## config.mk

```make
export PLATFORM = sky130hd
export DESIGN_NAME = ldpc_iter_ctrl
export DESIGN_NICKNAME = d
export VERILOG_FILES = /design/src/rtl/ldpc_ctrl_pkg.sv /design/src/rtl/ldpc_phase_timer.sv /design/src/rtl/ldpc_iter_ctrl.sv
export SDC_FILE = /design/constraint.sdc
export NUM_CORES = 1
export LEC_CHECK = 0
export ABC_AREA = 1
export ABC_CLOCK_PERIOD_IN_PS = 2300
export CORE_MARGIN = 2
export CORE_UTILIZATION = 40
export DETAILED_ROUTE_END_ITERATION = 10
export DONT_BUFFER_PORTS = 1
export PLACE_DENSITY = 0.62
export SETUP_SLACK_MARGIN = 0.5
export SYNTH_ARGS = -nofsm -noshare
export SYNTH_HDL_FRONTEND = slang
export SYNTH_SLANG_ARGS = --single-unit
```

## constraint.sdc

```tcl
create_clock -name clk -period 2.3 [get_ports clk]
set_input_delay 0.46 -clock clk [delete_from_list [all_inputs] [get_ports clk]]
set_output_delay 0.46 -clock clk [all_outputs]
set_load 0.1 [all_outputs]
```

## src/rtl/ldpc_ctrl_pkg.sv

```systemverilog
// Shared constants and state encoding for the LDPC iteration scheduler.
// Geometry defaults describe the R x C block-row array with D-sized circulants.
package ldpc_ctrl_pkg;

    localparam int LDPC_R        = 5;
    localparam int LDPC_C        = 3;
    localparam int LDPC_D        = 8;
    localparam int LDPC_MAX_ITER = 10;
    localparam int LDPC_CNU_LAT  = 2;
    localparam int LDPC_VNU_LAT  = 2;
    localparam int LDPC_ITER_W   = 4;
    localparam int LDPC_ADDR_W   = (LDPC_R > 1) ? $clog2(LDPC_R) : 1;

    typedef enum logic [2:0] {
        LDPC_ST_IDLE  = 3'd0,
        LDPC_ST_LOAD  = 3'd1,
        LDPC_ST_CNU   = 3'd2,
        LDPC_ST_VNU   = 3'd3,
        LDPC_ST_CHECK = 3'd4,
        LDPC_ST_DONE  = 3'd5
    } ldpc_state_e;

endpackage

```

## src/rtl/ldpc_phase_timer.sv

```systemverilog
// Loadable down-counter timing one CNU or VNU phase; done marks the phase's last cycle.
module ldpc_phase_timer #(
    parameter int W = 2
) (
    input  logic         clk,
    input  logic         rst,
    input  logic         load,
    input  logic [W-1:0] load_val,
    output logic         done
);

    logic [W-1:0] cnt_r;

    // Phase counter: a load wins over the decrement so back-to-back phases chain seamlessly.
    always_ff @(posedge clk or negedge rst) begin
        if (!rst) begin
            cnt_r <= {W{1'b0}};
        end else if (load) begin
            cnt_r <= load_val;
        end else if (cnt_r != {W{1'b0}}) begin
            cnt_r <= cnt_r - W'(1'b1);
        end else begin
            cnt_r <= cnt_r;
        end
    end

    assign done = (cnt_r == W'(1'b1));

endmodule

```

## src/rtl/ldpc_iter_ctrl.sv

```systemverilog
// Iteration scheduler for the layered LDPC decoder: LLR load, CNU/VNU phasing, syndrome check, hand-off.
// Build option: define EARLY_TERM_EN to stop as soon as the syndrome check passes.
module ldpc_iter_ctrl
    import ldpc_ctrl_pkg::*;
#(
    parameter int R        = LDPC_R,
    parameter int MAX_ITER = LDPC_MAX_ITER,
    parameter int CNU_LAT  = LDPC_CNU_LAT,
    parameter int VNU_LAT  = LDPC_VNU_LAT,
    parameter int ITER_W   = LDPC_ITER_W,
    parameter int AW       = (R > 1) ? $clog2(R) : 1
) (
    input  logic              clk,
    input  logic              rst,
    input  logic              in_valid,
    output logic              in_ready,
    output logic              wr_en,
    output logic [AW-1:0]     wr_addr,
    input  logic [ITER_W-1:0] max_iter_cfg,
    output logic              cnu_en,
    output logic              vnu_en,
    output logic              first_iter,
    input  logic              synd_ok,
    output logic              out_valid,
    input  logic              out_ready,
    output logic [ITER_W-1:0] iter_cnt,
    output logic              converged,
    output logic              busy
);

    localparam int PH_MAX = (CNU_LAT > VNU_LAT) ? CNU_LAT : VNU_LAT;
    localparam int PH_W   = $clog2(PH_MAX + 1);

    localparam logic [2:0] ST_IDLE  = LDPC_ST_IDLE;
    localparam logic [2:0] ST_LOAD  = LDPC_ST_LOAD;
    localparam logic [2:0] ST_CNU   = LDPC_ST_CNU;
    localparam logic [2:0] ST_VNU   = LDPC_ST_VNU;
    localparam logic [2:0] ST_CHECK = LDPC_ST_CHECK;
    localparam logic [2:0] ST_DONE  = LDPC_ST_DONE;

    logic [2:0]        state_r;
    logic [2:0]        state_nxt_s;
    logic [AW-1:0]     wr_addr_r;
    logic [AW-1:0]     wr_addr_nxt_s;
    logic [ITER_W-1:0] iter_cnt_r;
    logic [ITER_W-1:0] iter_cnt_nxt_s;
    logic [ITER_W-1:0] limit_r;
    logic [ITER_W-1:0] limit_nxt_s;
    logic [ITER_W:0]   iter_inc_s;
    logic              converged_r;
    logic              conv_nxt_s;
    logic              in_ready_r;
    logic              cnu_en_r;
    logic              vnu_en_r;
    logic              first_iter_r;
    logic              out_valid_r;
    logic              busy_r;
    logic              accept_s;
    logic              at_limit_s;
    logic              term_s;
    logic              phase_load_s;
    logic [PH_W-1:0]   phase_val_s;
    logic              phase_done_s;

    assign accept_s   = in_valid & in_ready_r;
    assign wr_en      = accept_s;
    assign in_ready   = in_ready_r;
    assign wr_addr    = wr_addr_r;
    assign cnu_en     = cnu_en_r;
    assign vnu_en     = vnu_en_r;
    assign first_iter = first_iter_r;
    assign out_valid  = out_valid_r;
    assign iter_cnt   = iter_cnt_r;
    assign converged  = converged_r;
    assign busy       = busy_r;

    ldpc_phase_timer #(
        .W (PH_W)
    ) u_phase_timer (
        .clk      (clk),
        .rst      (rst),
        .load     (phase_load_s),
        .load_val (phase_val_s),
        .done     (phase_done_s)
    );

    // Termination decision for the CHECK cycle; the compare is one bit wider so it cannot wrap.
    always_comb begin
        iter_inc_s = {1'b0, iter_cnt_r} + {{ITER_W{1'b0}}, 1'b1};
        at_limit_s = (iter_inc_s >= {1'b0, limit_r});
`ifdef EARLY_TERM_EN
        term_s = at_limit_s | synd_ok;
`else
        term_s = at_limit_s;
`endif
    end

    // Next-state, address, iteration and verdict logic.
    always_comb begin
        state_nxt_s    = state_r;
        wr_addr_nxt_s  = wr_addr_r;
        iter_cnt_nxt_s = iter_cnt_r;
        conv_nxt_s     = converged_r;
        limit_nxt_s    = limit_r;
        case (state_r)
            ST_IDLE: begin
                if (accept_s) begin
                    iter_cnt_nxt_s = {ITER_W{1'b0}};
                    conv_nxt_s     = 1'b0;
                    limit_nxt_s    = (max_iter_cfg == {ITER_W{1'b0}}) ? ITER_W'(MAX_ITER) : max_iter_cfg;
                    if (R == 1) begin
                        state_nxt_s   = ST_CNU;
                        wr_addr_nxt_s = {AW{1'b0}};
                    end else begin
                        state_nxt_s   = ST_LOAD;
                        wr_addr_nxt_s = AW'(1'b1);
                    end
                end else begin
                    state_nxt_s = ST_IDLE;
                end
            end
            ST_LOAD: begin
                if (accept_s) begin
                    if (wr_addr_r == AW'(R - 1)) begin
                        state_nxt_s   = ST_CNU;
                        wr_addr_nxt_s = {AW{1'b0}};
                    end else begin
                        wr_addr_nxt_s = wr_addr_r + AW'(1'b1);
                    end
                end else begin
                    state_nxt_s = ST_LOAD;
                end
            end
            ST_CNU: begin
                if (phase_done_s) begin
                    state_nxt_s = ST_VNU;
                end else begin
                    state_nxt_s = ST_CNU;
                end
            end
            ST_VNU: begin
                if (phase_done_s) begin
                    state_nxt_s = ST_CHECK;
                end else begin
                    state_nxt_s = ST_VNU;
                end
            end
            ST_CHECK: begin
                // Saturate rather than wrap; the limit normally stops us well before.
                iter_cnt_nxt_s = (iter_cnt_r == {ITER_W{1'b1}}) ? iter_cnt_r : iter_inc_s[ITER_W-1:0];
                if (term_s) begin
                    state_nxt_s = ST_DONE;
                    conv_nxt_s  = synd_ok;
                end else begin
                    state_nxt_s = ST_CNU;
                end
            end
            ST_DONE: begin
                if (out_ready) begin
                    state_nxt_s = ST_IDLE;
                end else begin
                    state_nxt_s = ST_DONE;
                end
            end
            default: begin
                state_nxt_s = ST_IDLE;
            end
        endcase
    end

    // Arm the phase timer on entry into a CNU or VNU phase.
    always_comb begin
        phase_load_s = 1'b0;
        phase_val_s  = PH_W'(CNU_LAT);
        if ((state_nxt_s == ST_CNU) && (state_r != ST_CNU)) begin
            phase_load_s = 1'b1;
            phase_val_s  = PH_W'(CNU_LAT);
        end else if ((state_nxt_s == ST_VNU) && (state_r != ST_VNU)) begin
            phase_load_s = 1'b1;
            phase_val_s  = PH_W'(VNU_LAT);
        end else begin
            phase_load_s = 1'b0;
        end
    end

    // State and output registers; outputs are decoded from the next state so they align with it.
    always_ff @(posedge clk or negedge rst) begin
        if (!rst) begin
            state_r      <= ST_IDLE;
            wr_addr_r    <= {AW{1'b0}};
            iter_cnt_r   <= {ITER_W{1'b0}};
            limit_r      <= {ITER_W{1'b0}};
            converged_r  <= 1'b0;
            in_ready_r   <= 1'b1;
            cnu_en_r     <= 1'b0;
            vnu_en_r     <= 1'b0;
            first_iter_r <= 1'b0;
            out_valid_r  <= 1'b0;
            busy_r       <= 1'b0;
        end else begin
            state_r      <= state_nxt_s;
            wr_addr_r    <= wr_addr_nxt_s;
            iter_cnt_r   <= iter_cnt_nxt_s;
            limit_r      <= limit_nxt_s;
            converged_r  <= conv_nxt_s;
            in_ready_r   <= (state_nxt_s == ST_IDLE) || (state_nxt_s == ST_LOAD);
            cnu_en_r     <= (state_nxt_s == ST_CNU);
            vnu_en_r     <= (state_nxt_s == ST_VNU);
            first_iter_r <= ((state_nxt_s == ST_CNU) || (state_nxt_s == ST_VNU) ||
                             (state_nxt_s == ST_CHECK)) && (iter_cnt_nxt_s == {ITER_W{1'b0}});
            out_valid_r  <= (state_nxt_s == ST_DONE);
            busy_r       <= (state_nxt_s != ST_IDLE);
        end
    end

endmodule

```

# Word-level counts from Yosys, hierarchy flattened
# Index checks and enable logic that the tools add are counted.
[op_classes]
n_bitwise = 1
n_reduce_logical = 18
n_eq_ne = 18
add_sub_neg = 3
magnitude_cmp = 1
muxes = 23
[ops]
columns = ["op", "n"]
rows = [
  ["2-to-1 mux 3 bit", 8],
  ["case mux 3 bit (6 select lines)", 1],
  ["== test 3 bit (second input constant)", 5],
  ["== test 3 x 2 -> 1 bit (second input constant)", 4],
  ["2-to-1 mux 4 bit", 3],
  ["logical NOT 4 bit", 2],
  ["case mux 4 bit (2 select lines)", 1],
  ["nonzero test 2 bit", 4],
  ["== test 3 x 1 -> 1 bit (second input constant)", 2],
  ["logical NOT 3 bit", 2],
  ["2-to-1 mux 1 bit", 6],
  ["!= test 2 bit (second input constant)", 3],
  ["!= test 3 x 2 -> 1 bit (second input constant)", 2],
  ["case mux 3 bit (2 select lines)", 1],
  ["AND reduction 3 bit", 2],
  ["adder 4 x 1 -> 5 bit (second input constant)", 1],
  [">= comparator 5 x 4 -> 1 bit", 1],
  ["== test 4 bit (second input constant)", 1],
  ["2-to-1 mux 2 bit", 2],
  ["adder 3 x 1 -> 3 bit (second input constant)", 1],
  ["logical AND 1 bit", 3],
  ["logical OR 1 bit", 3],
  ["nonzero test 3 bit", 1],
  ["== test 2 x 1 -> 1 bit (second input constant)", 1],
  ["other kinds (4)", 4],
]
[word_totals]
in_bits = 9
out_inout_bits = 15
ff_bits = 23
elab_cells = 76

# Longest topological paths before layout
[depth]
ltp_word = 9
depth_mapped = 14
mapped_depth_nobuf = 14

# Cells and area by module
# A second synthesis with hierarchy kept.
[hier_totals]
hier_cells = 162
hier_area_um2 = 1312.5
[by_module_without_submodules]
columns = ["mod", "instances", "cells_per_inst", "seq_area_each_um2", "area_per_inst_um2"]
rows = [
  ["ldpc_iter_ctrl", 1, 145, 526.8, 1181.1],
  ["ldpc_phase_timer", 1, 17, 50.0, 131.4],
]

# Worst setup path before layout
# OpenSTA, ideal clock, no wires.
[synth_timing]
kind = "reg2reg"
start = "register iter_cnt_r[0] (netlist: iter_cnt[0])"
end = "register busy_r (netlist: busy)"
setup_ps = 132
n_path_buf = 0
slack_ps = -371
t_required_ps = 2168
stages_incl_launch_ff = 13
period_less_slack_ps = 2671
arrival_time_ps = 2539
path_cell_list = "dfrtp_1 > ha_1 > xor2_1 > ha_1 > a21oi_1 > nand2_1 > nand2_1 > nand2_1 > nand2_1 > nand2_1 > or2_1 > nor2_2 > nand3_1"
[synth_between]
elab_chain_len = 5
[synth_rtl]
columns = ["item", "line", "text"]
rows = [
  ["start: declaration", "ldpc_iter_ctrl.sv:45", "logic [ITER_W-1:0] iter_cnt_r;"],
  ["start signal: assignment", "ldpc_iter_ctrl.sv:191", "iter_cnt_r <= {ITER_W{1'b0}};"],
  ["start signal: assignment", "ldpc_iter_ctrl.sv:203", "iter_cnt_r <= iter_cnt_nxt_s;"],
  ["adder 4 x 1 -> 5 bit", "ldpc_iter_ctrl.sv:89", "iter_inc_s = {1'b0, iter_cnt_r} + {{ITER_W{1'b0}}, 1'b1};"],
  [">= comparator 5 x 4 -> 1 bit", "ldpc_iter_ctrl.sv:90", "at_limit_s = (iter_inc_s >= {1'b0, limit_r});"],
  ["2-to-1 mux 3 bit", "ldpc_iter_ctrl.sv:151", "if (term_s) begin"],
  ["case mux 3 bit (6 select lines)", "ldpc_iter_ctrl.sv:105", "case (state_r)"],
  ["named net state_nxt_s[2]", "ldpc_iter_ctrl.sv:42", "logic [2:0] state_nxt_s;"],
  ["nonzero test 3 bit", "ldpc_iter_ctrl.sv:212", "busy_r <= (state_nxt_s != ST_IDLE);"],
  ["end signal: assignment", "ldpc_iter_ctrl.sv:212", ""],
  ["end: declaration", "ldpc_iter_ctrl.sv:57", "logic busy_r;"],
]
# The timed path passes the listed nets, and every way through them passes these cells.
# A chain may end at the register's enable or synchronous reset.

# Worst setup path after layout
# Same ends and word-level chain as after synthesis.

==> flow_metrics.env <==
export IMPL_worstSetupEndpointType="flop"
export IMPL_worst_path_buf_inv=0
export IMPL_grt_start_max_net_pins=24
export IMPL_final_critical_path_setup_slack_ps=157
export IMPL_netlist_area_um2=1260
export IMPL_hold_ws_ps=264
export IMPL_cts_tree="done"
export IMPL_detail_route_wl_per_cell_um=12.4
export IMPL_worst_path_max_delay_cell="sky130_fd_sc_hd__dfrtp_4"
export IMPL_share_of_flip_flops_with_an_asynchronous_set_or_reset_after_synthesis=1.00
export IMPL_max_freq_mhz=467
export IMPL_post_synth_top_count_cell="sky130_fd_sc_hd__nand2_1"
export IMPL_final_antenna_net_count=0
export IMPL_cpMostUsedCell="sky130_fd_sc_hd__nand2_2"
export IMPL_slew_headroom=0.312
export IMPL_vias=1137
export IMPL_cts_htree_levels=1
export IMPL_hold_violations=0
export IMPL_placer_congestion=0.824
export IMPL_cts_sinks=23
export IMPL_startpoint="iter_cnt[0]$_DFF_PN0_"
export IMPL_area_sequential_um2=593
export IMPL_final_setup_tns_ps=0
export IMPL_ys_dominant_reg_cell="sky130_fd_sc_hd__dfrtp_1"
export IMPL_clk_pin_slew_ps=130
export IMPL_cell_class_contributing_the_biggest_share_of_worst_path_delay="simple AND/OR/NAND/NOR gates"
export IMPL_cts_root_to_sink_buffers=2
export IMPL_grt_first_pass_wirelength_um=4770
export IMPL_viasPerCell=4.94
export IMPL_die_y_um=60.2
export IMPL_ys_warn_count=0
export IMPL_synthDominantCellAreaShare=0.435
export IMPL_floorplan_rows=20
export IMPL_p_leak_nw=0.885
export IMPL_maxSlewViolCount=0
export IMPL_commonest_cells_post_synth="31 x sky130_fd_sc_hd__nand2_1, 24 x sky130_fd_sc_hd__inv_1, 22 x sky130_fd_sc_hd__dfrtp_1"
export IMPL_dr_first_iter_drc_count=81
export IMPL_peak_per_stage_delay_on_the_critical_path_ps=510
export IMPL_crit_cells=12
export IMPL_worst_slew_pin_transition_ps=1030
export IMPL_crit_path_start_kind="flop"
export IMPL_worst_hold_path_depth=2
export IMPL_synth_nets=172
export IMPL_min_period_over_period=0.932
export IMPL_setup_viol=0
export IMPL_antenna_cells_inserted=0
export IMPL_fillcell_total=281
export IMPL_vdd_drop_max_mv=0.871
export IMPL_cap_viol_max_count=0
export IMPL_fp_dieW_um=60.2
export IMPL_sequential_area_share_after_synthesis=0.456
export IMPL_multi_input_comb_area_um2=663
export IMPL_post_route_drc_count=0
export IMPL_hold_path_startpoint="synd_ok"
export IMPL_setup_repair_after_global_routing_missed_its_margin="yes"
export IMPL_cts_root_buf="sky130_fd_sc_hd__clkbuf_4"
export IMPL_core_area_um2=3030
export IMPL_critical_path_required_ps=2500
export IMPL_worst_r2r_startpoint="iter_cnt[0]$_DFF_PN0_"
export IMPL_design_final_nets=205
export IMPL_reg2reg_path_depth=12
export IMPL_status="complete, no violations"
export IMPL_synth_edff_count=0
export IMPL_cts_buffers_inserted=3
export IMPL_wl_um=2860
export IMPL_timing_critical_path_cells="ha_4 -> xor2_2 -> ha_1 -> a21oi_1 -> nand2_1 -> nand2_2 -> nand2_2 -> nand2_2 -> nand2_2 -> or2_4 -> nor2_4 -> nand3_2"
export IMPL_clk_insertion_delay_late_ps=320
export IMPL_period_needed_ps=2140
export IMPL_synth_area_top_cells="sky130_fd_sc_hd__dfrtp_1 44%, sky130_fd_sc_hd__nand2_1 9.2%, sky130_fd_sc_hd__ha_1 8.9%"
export IMPL_syn_area_per_cell_um2=8.21
export IMPL_fp_dieArea_um2=3630
export IMPL_ff_latch_count_synth=23
export IMPL_first_global_vias=1099
export IMPL_synth_largest_area_cell="sky130_fd_sc_hd__dfrtp_1"
export IMPL_detailedRoute_firstPassIterationCount=4
export IMPL_io_pins=24
export IMPL_crit_arrival_ps=2350
export IMPL_utilization=0.554
export IMPL_place_worst_setup_slack_ps=102
export IMPL_clock_skew_ps=7.18
export IMPL_antenna_found_initial=0
export IMPL_drive_above_1_share=0.355
export IMPL_initial_core_util=0.418
export IMPL_layout_area_overhead_vs_synth_pct=32.6
export IMPL_buffer_ports_inserted=0
export IMPL_grt_overflow_total=0
export IMPL_crit_path_max_fanout=2
export IMPL_netlist_cell_type_count=24
export IMPL_powerDensity_nw_per_um2=1440
export IMPL_groute_usage_overall=0.178
export IMPL_dpl_hpwl_um=2010
export IMPL_postSynthCellCount=154
export IMPL_timing_worst_setup_path_type="flop to flop"
export IMPL_timing_hold_worst_class="input pin to flop"
## path summary, 6_finish.rpt
path                                                           end  slack (ps)
worst max-delay path                                busy$_DFF_PN0_         160
max in group asynchronous                    iter_cnt[0]$_DFF_PN0_        1190
min in group asynchronous                   limit_r[1]$_DFFE_PN0P_         380
worst min-delay path                         converged$_DFFE_PN0P_         260
worst max register to register                      busy$_DFF_PN0_         160
worst min register to register  u_phase_timer.cnt_r[1]$_DFFE_PN0P_         520
## area by class of cell
class,instances,share of cell area
clock buffers,4,0.0157
repair buffers,28,0.138
multi-input cells,103,0.395
well taps,44,0.0328
flip-flops and latches,23,0.353
inverters,28,0.0649
## kinds of logic (layout without fill, tap and decap cells)
| kind of cell | Yosys count | after routing | synth area share |
|---|---|---|---|
| simple gates | 69 | 69 | 0.259 |
| buf+inv | 28 | 60 | 0.0831 |
| fa+ha+maj | 9 | 9 | 0.0890 |
| flops | 23 | 23 | 0.456 |
| compound gates | 22 | 22 | 0.0920 |
| xor+xnor | 3 | 3 | 0.0208 |
## power breakdown
| group | total, mW | switching [mW] | internal, mW | leakage (nW) |
|---|---|---|---|---|
| Combinational | 1.56 | 1.09 | 0.466 | 0.587 |
| Sequential | 0.658 | 0.0920 | 0.566 | 0.283 |
| Clock | 0.193 | 0.125 | 0.0678 | 0.0150 |
## registers in the layout (all words and copies together) (netlist names)
register             flops
busy                     1
cnu_en                   1
converged                1
first_iter               1
in_ready                 1
iter_cnt                 4
limit_r                  4
out_valid                1
state_r                  3
u_phase_timer.cnt_r      2
vnu_en                   1
wr_addr                  3
## per-layer routing
layer	vias up	track usage	share of wire
met5	-	0	0
met4	0	0.0825	0.021
met3	9	0.0368	0.080
met2	45	0.267	0.45
met1	527	0.245	0.45
li1	556	-	-
## layout by cell type, fill, tap and decap left out, types with 8 or more instances in the layout
| cell | Yosys | final |
|---|---|---|
| sky130_fd_sc_hd__nand2_2 | 2 | 9 |
| sky130_fd_sc_hd__nor2_1 | 10 | 10 |
| sky130_fd_sc_hd__inv_1 | 24 | 23 |
| sky130_fd_sc_hd__o21ai_0 | 12 | 12 |
| sky130_fd_sc_hd__buf_4 | 0 | 25 |
| sky130_fd_sc_hd__nand3_1 | 10 | 9 |
| sky130_fd_sc_hd__nand2_1 | 31 | 22 |
| sky130_fd_sc_hd__ha_1 | 9 | 8 |
| sky130_fd_sc_hd__dfrtp_1 | 22 | 16 |
## stage by stage
stage	instance area, µm²	total power, mW	cells
after floorplan	1310	1.74	154
after global placement	1470	1.98	213
after detailed placement	1470	2.01	213
after CTS	1630	2.32	227
after global routing	1680	2.59	230
final	1680	2.41	230
## repair_timing
action | CTS | global route
hold buffers | 1 | 0
endpoints found under the setup margin | 10 | 13
resized for setup | 12 | 8
hold endpoints to repair | 23 | 0
buffers inserted | 9 | 3
pin swaps | 7 | 12
Power figures use the tool's default switching activity.
